==> config.mk <==
export PLATFORM = sky130hd
export DESIGN_NAME = hub75_row_driver
export DESIGN_NICKNAME = d
export VERILOG_FILES = /design/src/rtl/hub75_row_driver.sv
export SDC_FILE = /design/constraint.sdc
export NUM_CORES = 1
export LEC_CHECK = 0
export ABC_AREA = 1
export CORE_AREA = 2 2 194 196
export DETAILED_ROUTE_END_ITERATION = 7
export DIE_AREA = 0 0 196 198
export DONT_BUFFER_PORTS = 1
export PLACE_DENSITY_LB_ADDON = 0.15
export SYNTH_ARGS = -nofsm -noshare
export SYNTH_HDL_FRONTEND = slang
export SYNTH_SLANG_ARGS = --single-unit
==> constraint.sdc <==
create_clock -name clk -period 15 [get_ports clk]
set_input_delay 3.75 -clock clk [delete_from_list [all_inputs] [get_ports clk]]
set_output_delay 3.75 -clock clk [all_outputs]
set_load 0.02 [all_outputs]
==> src/rtl/hub75_row_driver.sv <==
// hub75_row_driver: shifts one HUB75 row pair out, then blanks, latches and lights it; `define HUB75_BRIGHTNESS_EN adds a per-row brightness input.
module hub75_row_driver #(
  parameter int NUM_COLS  = 64,
  parameter int NUM_ROWS  = 32,
  parameter int ON_CYCLES = 16
) (
  input  logic                clk,
  input  logic                reset,
  input  logic [NUM_COLS-1:0] row_top_red,
  input  logic [NUM_COLS-1:0] row_top_green,
  input  logic [NUM_COLS-1:0] row_top_blue,
  input  logic [NUM_COLS-1:0] row_bot_red,
  input  logic [NUM_COLS-1:0] row_bot_green,
  input  logic [NUM_COLS-1:0] row_bot_blue,
  input  logic [3:0]          row_addr,
  input  logic                row_valid,
`ifdef HUB75_BRIGHTNESS_EN
  input  logic [7:0]          brightness,
`endif
  output logic                row_ready,
  output logic                row_done,
  output logic                bclk,
  output logic [2:0]          rgb_top,
  output logic [2:0]          rgb_bot,
  output logic [3:0]          addr,
  output logic                le,
  output logic                oe
);
`ifdef HUB75_BRIGHTNESS_EN
  localparam int DMAX = 255;
`else
  localparam int DMAX = ON_CYCLES;
`endif
  localparam int CMAX = 2 * NUM_COLS > DMAX ? 2 * NUM_COLS : DMAX;
  localparam int CW = $clog2(CMAX + 1);
  localparam logic [CW-1:0] LAST_SHIFT = CW'(2 * NUM_COLS - 1);

  typedef enum logic [2:0] {IDLE, SHIFT, BLANK, LATCH, SHOW} state_t;
  state_t state, state_nx;
  logic [CW-1:0] cnt, cnt_nx, dur, dur_nx;
  logic [5:0][NUM_COLS-1:0] sr, sr_nx;
  logic [3:0] row_sel, row_sel_nx, addr_nx;
  logic [2:0] rgb_top_nx, rgb_bot_nx;
  logic [5:0] msb;
  logic accept, step, row_ready_nx, row_done_nx, bclk_nx, le_nx, oe_nx;

  if (NUM_ROWS / 2 > 16 || ON_CYCLES < 1) begin : g_bad_cfg
    $error("hub75_row_driver: NUM_ROWS/2 must fit a 4-bit address and ON_CYCLES must be >= 1");
  end

  always_comb begin
    state_nx = state;
    cnt_nx = cnt;
    dur_nx = dur;
    sr_nx = sr;
    row_sel_nx = row_sel;
    accept = 1'b0;
    step = 1'b0;
    case (state)
      IDLE: if (row_valid) begin
        accept = 1'b1;
        state_nx = SHIFT;
        cnt_nx = '0;
        sr_nx = {row_bot_blue, row_bot_green, row_bot_red, row_top_blue, row_top_green, row_top_red};
        row_sel_nx = row_addr;
`ifdef HUB75_BRIGHTNESS_EN
        dur_nx = CW'(brightness);
`else
        dur_nx = CW'(ON_CYCLES);
`endif
      end
      SHIFT: begin
        cnt_nx = cnt + 1'b1;
        // advance to the next column once the current bit has been clocked (odd cycle)
        step = cnt[0] && cnt != LAST_SHIFT;
        if (cnt == LAST_SHIFT) state_nx = BLANK;
        if (step) for (int i = 0; i < 6; i++) sr_nx[i] = sr[i] << 1;
      end
      BLANK: state_nx = LATCH;
      LATCH: begin
        state_nx = SHOW;
        cnt_nx = '0;
      end
      SHOW: begin
        cnt_nx = cnt + 1'b1;
        if (dur == '0 || cnt == dur - 1'b1) state_nx = IDLE;
      end
      default: state_nx = IDLE;
    endcase
    for (int i = 0; i < 6; i++) msb[i] = sr_nx[i][NUM_COLS-1];
    rgb_top_nx = accept || step ? msb[2:0] : rgb_top;
    rgb_bot_nx = accept || step ? msb[5:3] : rgb_bot;
    addr_nx = state_nx == BLANK ? row_sel : addr;
    row_ready_nx = state_nx == IDLE;
    row_done_nx = state_nx == SHOW && (dur_nx == '0 || cnt_nx == dur_nx - 1'b1);
    bclk_nx = state_nx == SHIFT && cnt_nx[0];
    le_nx = state_nx == LATCH;
    oe_nx = !(state_nx == SHOW && dur_nx != '0);
  end

  always_ff @(posedge clk or posedge reset) begin
    if (reset) begin
      state <= IDLE;
      cnt <= '0;
      dur <= '0;
      sr <= '0;
      row_sel <= '0;
      row_ready <= 1'b1;
      row_done <= 1'b0;
      bclk <= 1'b0;
      rgb_top <= '0;
      rgb_bot <= '0;
      addr <= '0;
      le <= 1'b0;
      oe <= 1'b1;
    end else begin
      state <= state_nx;
      cnt <= cnt_nx;
      dur <= dur_nx;
      sr <= sr_nx;
      row_sel <= row_sel_nx;
      row_ready <= row_ready_nx;
      row_done <= row_done_nx;
      bclk <= bclk_nx;
      rgb_top <= rgb_top_nx;
      rgb_bot <= rgb_bot_nx;
      addr <= addr_nx;
      le <= le_nx;
      oe <= oe_nx;
    end
  end
endmodule

==> After elaboration in Yosys (flattened, before gate mapping) <==
Cells that the tools add are included.
{ "op_classes": {"n_eq_ne": 14, "addsub": 3, "n_mux": 14, "n_reduce_logical": 17} }
{ "op_table": {"columns": ["cell", "n"], "rows": [
  ["384-bit 2-to-1 mux", 2],
  ["384-bit one-hot mux with 2 select lines", 1],
  ["8-bit 2-to-1 mux", 3],
  ["8-bit one-hot mux with 3 select lines", 1],
  ["8-bit equality test", 2],
  ["8-bit zero test", 2],
  ["8-bit by 1-bit subtractor with 8-bit output (second input constant)", 2],
  ["3-bit one-hot mux with 5 select lines", 1],
  ["3-bit by 2-bit equality test with 1-bit output (second input constant)", 4],
  ["3-bit 2-to-1 mux", 3],
  ["8-bit by 1-bit adder with 8-bit output (second input constant)", 1],
  ["8-bit by 7-bit equality test with 1-bit output (second input constant)", 1],
  ["8-bit by 7-bit != test with 1-bit output (second input constant)", 1],
  ["8-bit nonzero test", 1],
  ["3-bit by 1-bit equality test with 1-bit output (second input constant)", 2],
  ["3-bit equality test (second input constant)", 2],
  ["3-bit zero test", 2],
  ["1-bit logical AND", 4],
  ["2-bit != test (second input constant)", 2],
  ["1-bit logical OR", 3],
  ["1-bit 2-to-1 mux", 3],
  ["3-bit AND reduction", 1],
  ["2-bit AND reduction", 1],
  ["2-bit nonzero test", 1],
  ["other kinds (2)", 2]
]} }
{ "word_totals": {"regBits": 422, "word_cells": 72, "in_bits": 391, "output_inout_bits": 15} }

==> Longest topological paths before layout <==
Gate-level depths: netlist of the first run.
{ "depth": {"ltp_word": 8, "mapped_depth": 17} }

==> Worst setup path before layout of the first run <==
OpenSTA, ideal clock, no wires.
{ "synth_timing": {"path_type": "input -> register", "start": "input port row_valid", "end": "register row_done", "arrival_ns": 5.299, "setup_slack_ns": 9.624, "path_stages": 15, "n_path_buf": 2, "setup_time_ns": 0.077, "path_cell_list": "nand3_4 > inv_2 > clkbuf_1 > nor2_1 > inv_1 > ha_1 > clkbuf_1 > nand2_1 > inv_1 > nand2_1 > nand3_1 > nand2_1 > nor2_1 > nand3_1 > a21oi_1"} }
{ "synth_between": {"elab_chain_cells": 6, "elab_cells_between_ends": 12, "cone_classes": "add/sub: 1; eq/ne: 2; mux: 6; reduce/logical: 3"} }
{ "synth_lines": {"columns": ["item", "line_no", "source"], "rows": [
  ["start, declared", "16", "input logic row_valid,"],
  ["8-bit 2-to-1 mux *", "60", "IDLE: if (row_valid) begin"],
  ["8-bit 2-to-1 mux *", "59", "case (state)"],
  ["via dur_nx[1]", "40", "logic [CW-1:0] cnt, cnt_nx, dur, dur_nx;"],
  ["8-bit by 1-bit subtractor with 8-bit output", "95", "row_done_nx = state_nx == SHOW && (dur_nx == '0 || cnt_nx == dur_nx - 1'b1);"],
  ["8-bit equality test", "95", null],
  ["1-bit logical OR *", "95", null],
  ["1-bit logical AND *", "95", null],
  ["via row_done_nx", "45", "logic accept, step, row_ready_nx, row_done_nx, bclk_nx, le_nx, oe_nx;"],
  ["end signal, assigned", "123", "row_done <= row_done_nx;"],
  ["end, declared", "21", "output logic row_done,"]
]} }
The timed path passes the listed nets; every way through them passes the cells marked *.
A chain may end at the register's enable or synchronous reset.

==> Worst setup path after layout of the first run <==
{ "layout_timing": {"start": "input port row_valid", "end": "register sr[195] (netlist name)"} }
{ "layout_between": {"elab_chain_cells": 2} }
{ "layout_lines": {"columns": ["item", "line_no", "source"], "rows": [
  ["2-bit != test (no line)", null, null],
  ["3-bit AND reduction (no line)", null, null],
  ["end signal, assigned", "120", "sr <= sr_nx;"],
  ["end, declared", "41", "logic [5:0][NUM_COLS-1:0] sr, sr_nx;"]
]} }
Every way passes these cells.

==> results.md, run 1 <==
* Status: finished, final reports clean
* Area occupied by multi-input gates at 8070 µm²
* Hold buffers post-CTS at 0
* Pwr dens at 98.9 nW/µm²
* Setup violations, final at 0
* Clock-pin slew on the worst setup and hold paths at 0.06 ns
* Async SR Flop Fraction at 1.00
* Synth cell types at 30
* Vias in the first global route at 14000
* Slew headroom at 0.249
* GRT overflow at 0
* Chain of cells forming the critical path: nand3_4 > nand2_8 > buf_4 > buf_12 > o221ai_1
* Worst Setup End Kind: flop
* Clock period minus worst slack at 6.49 ns
* Worst-path fanout max at 151
* H-tree levels at 2
* Post-CTS sizing at 0
* Synth Register Bits at 422
* Main flop type after synthesis: dfrtp_1
* M1 GR Usage at 0.305
* PortBufs at 0
* FMAX at 0.154 GHz
* Initial DRC count at 788
* Max cap viols at 0
* Total CTS buffers at 45
* Starting Density at 0.571
* Required time of the critical path at 15.37 ns
* Post-synthesis sequential area ratio at 0.501
* Largest stage delay on the critical path at 0.94 ns
* Leakage power at 9.83 nW
* Crit path DAT at 6.86 ns
* Hpwl dp at 30200 µm
* Chip Width at 196 µm
* Post-Syn Area per Cell at 10.7 µm²
* Slowest CP cell: buf_4
* Clock sink total at 422
* Ports at 406
* Tot GR Track Use at 0.237
* Top delay family on crit path: buffers and inverters
* First-pass GRT wire length at 73800 µm
* CTS tree: built
* Vias per inst at 5.72
* # Post-CTS Setup Buffers at 0
* Final Skew at 0.0126 ns
* Via count of the routed design at 13800
* Final core utilization at 0.604
* Leading area contributor after synthesis: dfrtp_1
* Final net count at 2295
* Die extent in y at 198 µm
* Initial DRT Pass Iterations at 7
* GR Util met3 at 0.0688
* Synth Instances at 1970
* Start-to-end type of the worst setup path: in -> reg
* Final Hold Fails at 0
* Area grow syn2layout at 5.75%
* DR DRC count at 0
* FILL cells at 3121
* Clock buffer depth at 3
* VDD IR max at 0.0000838 V
* Worst Tran Pin Value at 1.13 ns
* Final wirelength at 45800 µm
* Largest net degree at the start of global routing at 173
* Hold Crit Class: reg -> reg
* Initial antenna violation count at 3
* Startpoint Class: input pin
* Period utilisation layout at 0.433
* Rows at 71
* Synth Cell Area at 21100 µm²
* Ys Warns at 0
* Busiest layer in global routing: met2
* Final Hold Slack at 0.491 ns
* Syn Nets at 2364
* EDFF count, synth at 0
* Storage element area at 10600 µm²
* Antenna-violating nets left at 0
* CTS Root Cell: clkbuf_16
* Crit path buffers/inverters at 2
* Synth top area share at 0.498
* Share of post-route cells with drive strength above 1 at 0.226
* Core area at 37000 µm²
* Die footprint at 38800 µm²
* Pins Over Slew Limit at 0
* Worst-Skew Late Latency at 0.55 ns
* Placer Congestion at 0.870
* Avg WL per Cell at 19.0 µm
* M2 GR Usage at 0.376
* RSZ-0062 raised after global routing: no
* Top cells by area, synth: dfrtp_1 50%, o221ai_2 25%, nand2_1 8.9%, inv_1 7.3%, buf_6 2.1%
* Post-route setup TNS at 0 ns
==> metrics by stage <==
stage / power (W) / std cells / setup WS, ns / instance area, µm²
finish: 0.00221 / 2408 / 8.51 / 22300
detailed placement: 0.00118 / 2328 / 8.00 / 20900
CTS: 0.00224 / 2404 / 8.59 / 22300
floorplan: 0.00118 / 1970 / 5.56 / 21100
global route: 0.00228 / 2407 / 8.36 / 22300
global placement: 0.00118 / 2328 / 8.07 / 20900
==> cell usage after synthesis (2+ instances only) <==
cell type / count
nand3_1: 35
o221ai_1: 14
a21oi_1: 4
o211ai_1: 14
o21ai_1: 9
clkbuf_1: 42
inv_1: 411
nand3_2: 2
buf_6: 40
nor2_1: 31
nor2_2: 3
dfrtp_1: 420
nand4_1: 5
buf_4: 32
o21ai_0: 21
nand2_4: 2
xnor2_1: 6
buf_2: 15
inv_2: 2
xor2_1: 6
ha_1: 3
o221ai_2: 347
nand2_1: 498
dfstp_2: 2
==> kinds of logic (layout without fill, tap and decap cells) <==
family                     Yosys count  after routing  share of synthesized area
other                                0              4                          0
AOI/OAI and AO/OA                  409            409                      0.266
DFF                                422            422                      0.501
xor gates and xnor gates            12             12                    0.00498
and+or+nand+nor                    581            581                      0.109
adders and majority gates            3              3                    0.00178
buffers and inverters              543            503                      0.117
==> layout by cell type, fill, tap and decap left out, types with 2 or more instances in the layout <==
master,synthesis,layout
nand2_1,498,498
dfrtp_1,420,420
inv_1,411,410
o221ai_2,347,347
clkbuf_16,0,45
nand3_1,35,35
nor2_1,31,31
o21ai_0,21,21
clkbuf_1,42,16
o211ai_1,14,14
o221ai_1,14,14
buf_4,32,11
o21ai_1,9,9
clkbuf_8,0,9
xnor2_1,6,6
xor2_1,6,6
nand4_1,5,5
clkinv_2,0,5
diode_2,0,4
a21oi_1,4,4
nor2_2,3,3
ha_1,3,3
buf_12,0,3
nand3_2,2,2
nand2_8,0,2
dfstp_2,2,2
==> report_power, final <==
part	switching, W	internal (W)	total [W]	leakage, nW
clock network	0.000433	0.000612	0.00105	0.672
registers	0	0.00114	0.00114	3.79
logic	0.0000217	0.00000107	0.0000228	5.36
==> registers in the layout, indices dropped and copies added (netlist names), 3 cells and up <==
name	count
addr	4
rgb_bot	3
sr	384
cnt	8
rgb_top	3
state	3
dur	8
row_sel	4
==> worst reg2reg max path, cell delays in order (launching register included) <==
cell	delay [ns]
dfrtp_1	0.43
ha_1	0.23
nand2_1	0.11
nor2_2	0.07
nand3_2	0.09
nor2_4	0.05
nor2_2	0.59
nand2_8	0.63
nand2_8	0.86
buf_4	0.97
buf_12	0.74
o221ai_1	0.44
==> metal layers <==
layer	wire length, µm	up-vias
met1	18700	6833
met4	1700	0
li1	-	6521
met5	0	-
met2	21900	337
met3	3520	94
==> final timing paths <==
path                                     from                   to  slack (ns)  cells past startpoint
max in group asynchronous               reset   sr[48]$_DFFE_PP0P_        9.69                      3
setup / recovery                    row_valid  sr[195]$_DFFE_PP0P_        8.51                      5
hold reg to reg            sr[62]$_DFFE_PP0P_   sr[62]$_DFFE_PP0P_        0.49                      2
setup reg to reg             cnt[0]$_DFF_PP0_  sr[195]$_DFFE_PP0P_        9.61                     11
min in group asynchronous               reset  sr[114]$_DFFE_PP0P_        3.13                      1
hold / removal             sr[62]$_DFFE_PP0P_   sr[62]$_DFFE_PP0P_        0.49                      2
==> area by class of cell <==
cell class                      instances  area share
Clock inverter                          6     0.00247
Antenna cell                            4    0.000449
Timing Repair Buffer                   14     0.00640
Clock buffer                           70      0.0587
Sequential cell                       422       0.474
Inverter                              413      0.0700
Multi-Input combinational cell       1005       0.362
Tap cell                              474      0.0266
No activity file was read; power rests on OpenSTA's default activity.
==> inputs of run 2 (changes only) <==
Settings changed: CORE_AREA 2 2 194 196 to 2 2 185 187, DIE_AREA 0 0 196 198 to 0 0 187 189.
Clock period 15 ns to 6.1 ns, I/O delays scaled along.
==> run 2 against run 1 <==
  * Cell area is 0.56% higher
  * Final cell count shrank 0.91%
  * Power grew 150%
  * Sequential cell count did not move
  * Largest cell class unchanged
  * Clock power rose to 2.5 times the previous value
  * Largest power group unchanged
  * Critical path type is now reg -> reg
  * Die area shrank 8.9%
  * Clock-buffer cell count decreased by 1
  * Register-to-register slack got worse by 7.5 ns
  * Non-clock buffer count unchanged
  * Combinational power rose by 150%
==> results.md, run 2 (same netlist as run 1, synthesis figures left out) <==
* Antenna-violating nets left at 0
* Die footprint at 35300 µm²
* Initial DRT Pass Iterations at 5
* Tot GR Track Use at 0.253
* Pwr dens at 246 nW/µm²
* Worst-Skew Late Latency at 0.53 ns
* Max reg flops at 384
* GRT overflow at 0
* Net Sw Power at 0.00111 W
* Worst reg2reg startpoint: cnt[0]$_DFF_PP0_
* H-tree levels at 2
* Rows at 67
* First-pass GRT wire length at 72900 µm
* CTS Root Cell: clkbuf_16
* Worst Setup End Kind: flop
* Vias in the first global route at 14100
* Worst-path fanout max at 102
* Area grow syn2layout at 6.34%
* Max cap viols at 0
* Seq pwr share at 0.508
* DR DRC count at 0
* Initial antenna violation count at 6
* Share of post-route cells with drive strength above 1 at 0.229
* Placer Congestion at 0.854
* PortBufs at 0
* Top reg by flops: sr
* Final wirelength at 44500 µm
* Power, Total at 0.00551 W
* FF-to-FF setup slack at 2.09 ns
* Clock sink total at 422
* Sw Share at 0.201
* Largest registers: sr x384, cnt x8, dur x8
* Setup violations, final at 0
* Ports at 406
* RSZ-0062 raised after global routing: no
* Post-CTS sizing at 0
* VDD IR max at 0.000247 V
* Worst Tran Pin Value at 1.18 ns
* Pins Over Slew Limit at 0
* Core area at 33300 µm²
* Clock-pin slew on the worst setup and hold paths at 0.06 ns
* Via count of the routed design at 13900
* Non-Filler Instances at 2386
* Final Skew at 0.0109 ns
* FMAX at 0.250 GHz
* Total CTS buffers at 44
* Reg-to-Reg End: sr[371]$_DFFE_PP0P_
* Clock period minus worst slack at 4.01 ns
* Leakage power at 9.89 nW
* Startpoint Class: flop
* Hold buffers post-CTS at 0
* Initial DRC count at 811
* Status: finished, final reports clean
* Clock power share at 0.482
* Commonest non-fill, non-tap cells in the layout: 498 x nand2_1, 420 x dfrtp_1, 410 x inv_1
* Largest net degree at the start of global routing at 266
* Start-to-end type of the worst setup path: reg -> reg
* Vias per inst at 5.82
* Die extent in y at 189 µm
* Final Hold Fails at 0
* # Post-CTS Setup Buffers at 0
* Int Pwr at 0.00440 W
* Final core utilization at 0.674
* Required time of the critical path at 6.47 ns
* Starting Density at 0.634
* Slew headroom at 0.214
* Commonest non-fill, non-tap cell in the layout: nand2_1
* FF-to-FF path depth at 10
* Final net count at 2294
* Avg WL per Cell at 18.7 µm
* Period utilisation layout at 0.657
* Clock buffer depth at 3
* Hpwl dp at 30100 µm
* Worst setup path endpoint: sr[371]$_DFFE_PP0P_
* CTS tree: built
* Chip Width at 187 µm
* Worst Setup SP: cnt[0]$_DFF_PP0_
* Hold Crit Class: reg -> reg
* Placed Cells incl. Taps at 2302
* Crit path DAT at 4.37 ns
* Comb power frac at 0.010
-- run 2: changes by cell type in the layout (fill, tap and decap cells not counted) --
cell	delta
clkbuf_8	+4
diode_2	+2
buf_12	+5
inv_6	+2
clkinvlp_4	+2
clkbuf_1	-5
bufinv_16	+1
clkinv_2	-2
buf_4	-5
-- run 2: critical path: stages, from the launching register on --
cell and delay [ns]:
dfrtp_1 0.42, ha_1 0.22, nand2_1 0.11, nor2_2 0.07
nand3_2 0.09, nor2_4 0.05, nor2_2 0.50, nand2_8 0.62
nand2_8 0.96, buf_4 0.53, o221ai_2 0.16
-- run 2: power by group through the flow --
stage,logic [W],clock network [W],registers [W]
after global routing,0.0000684,0.00283,0.00280
after detailed placement,0.0000610,0,0.00285
after global placement,0.0000607,0,0.00285
after floorplan,0.0000409,0,0.00285
after CTS,0.0000610,0.00271,0.00280
final,0.0000565,0.00265,0.00280
-- run 2: how the worst min path moves through the flow --
stage	end	start	cells past startpoint	slack (ns)
after global routing	sr[62]$_DFFE_PP0P_	sr[62]$_DFFE_PP0P_	2	0.50
after CTS	sr[62]$_DFFE_PP0P_	sr[62]$_DFFE_PP0P_	2	0.49
after global placement	sr[62]$_DFFE_PP0P_	sr[62]$_DFFE_PP0P_	2	0.47
final	sr[62]$_DFFE_PP0P_	sr[62]$_DFFE_PP0P_	2	0.48
after floorplan	sr[318]$_DFFE_PP0P_	sr[318]$_DFFE_PP0P_	2	0.45
after detailed placement	sr[62]$_DFFE_PP0P_	sr[62]$_DFFE_PP0P_	2	0.47
-- run 2: per-layer routing --
layer	track usage	wire, µm	vias up
met5	0	13	-
met4	0.105	1710	2
met3	0.0710	3320	89
met2	0.400	21500	371
met1	0.329	18000	6893
li1	-	-	6534
-- run 2: cell type report --
class                   instances  area [µm²]
multi-input cells            1005        8070
flip-flops and latches        422       10600
fillers                      2559       10900
diodes                          6        15.0
clock buffers                  69        1350
clock inverters                 9         108
inverters                     413        1560
well taps                     448         561
repair buffers                 14         205
-- run 2: stage by stage --
stage	TNS (ns)	hold WS (ns)	area [µm²]	worst slack (ns)
CTS	0	0.486	22400	2.10
global route	0	0.503	22400	1.80
detailed placement	0	0.472	21000	2.11
global placement	0	0.471	21000	2.23
floorplan	-469.08	0.453	21100	-1.12
finish	0	0.484	22400	2.09
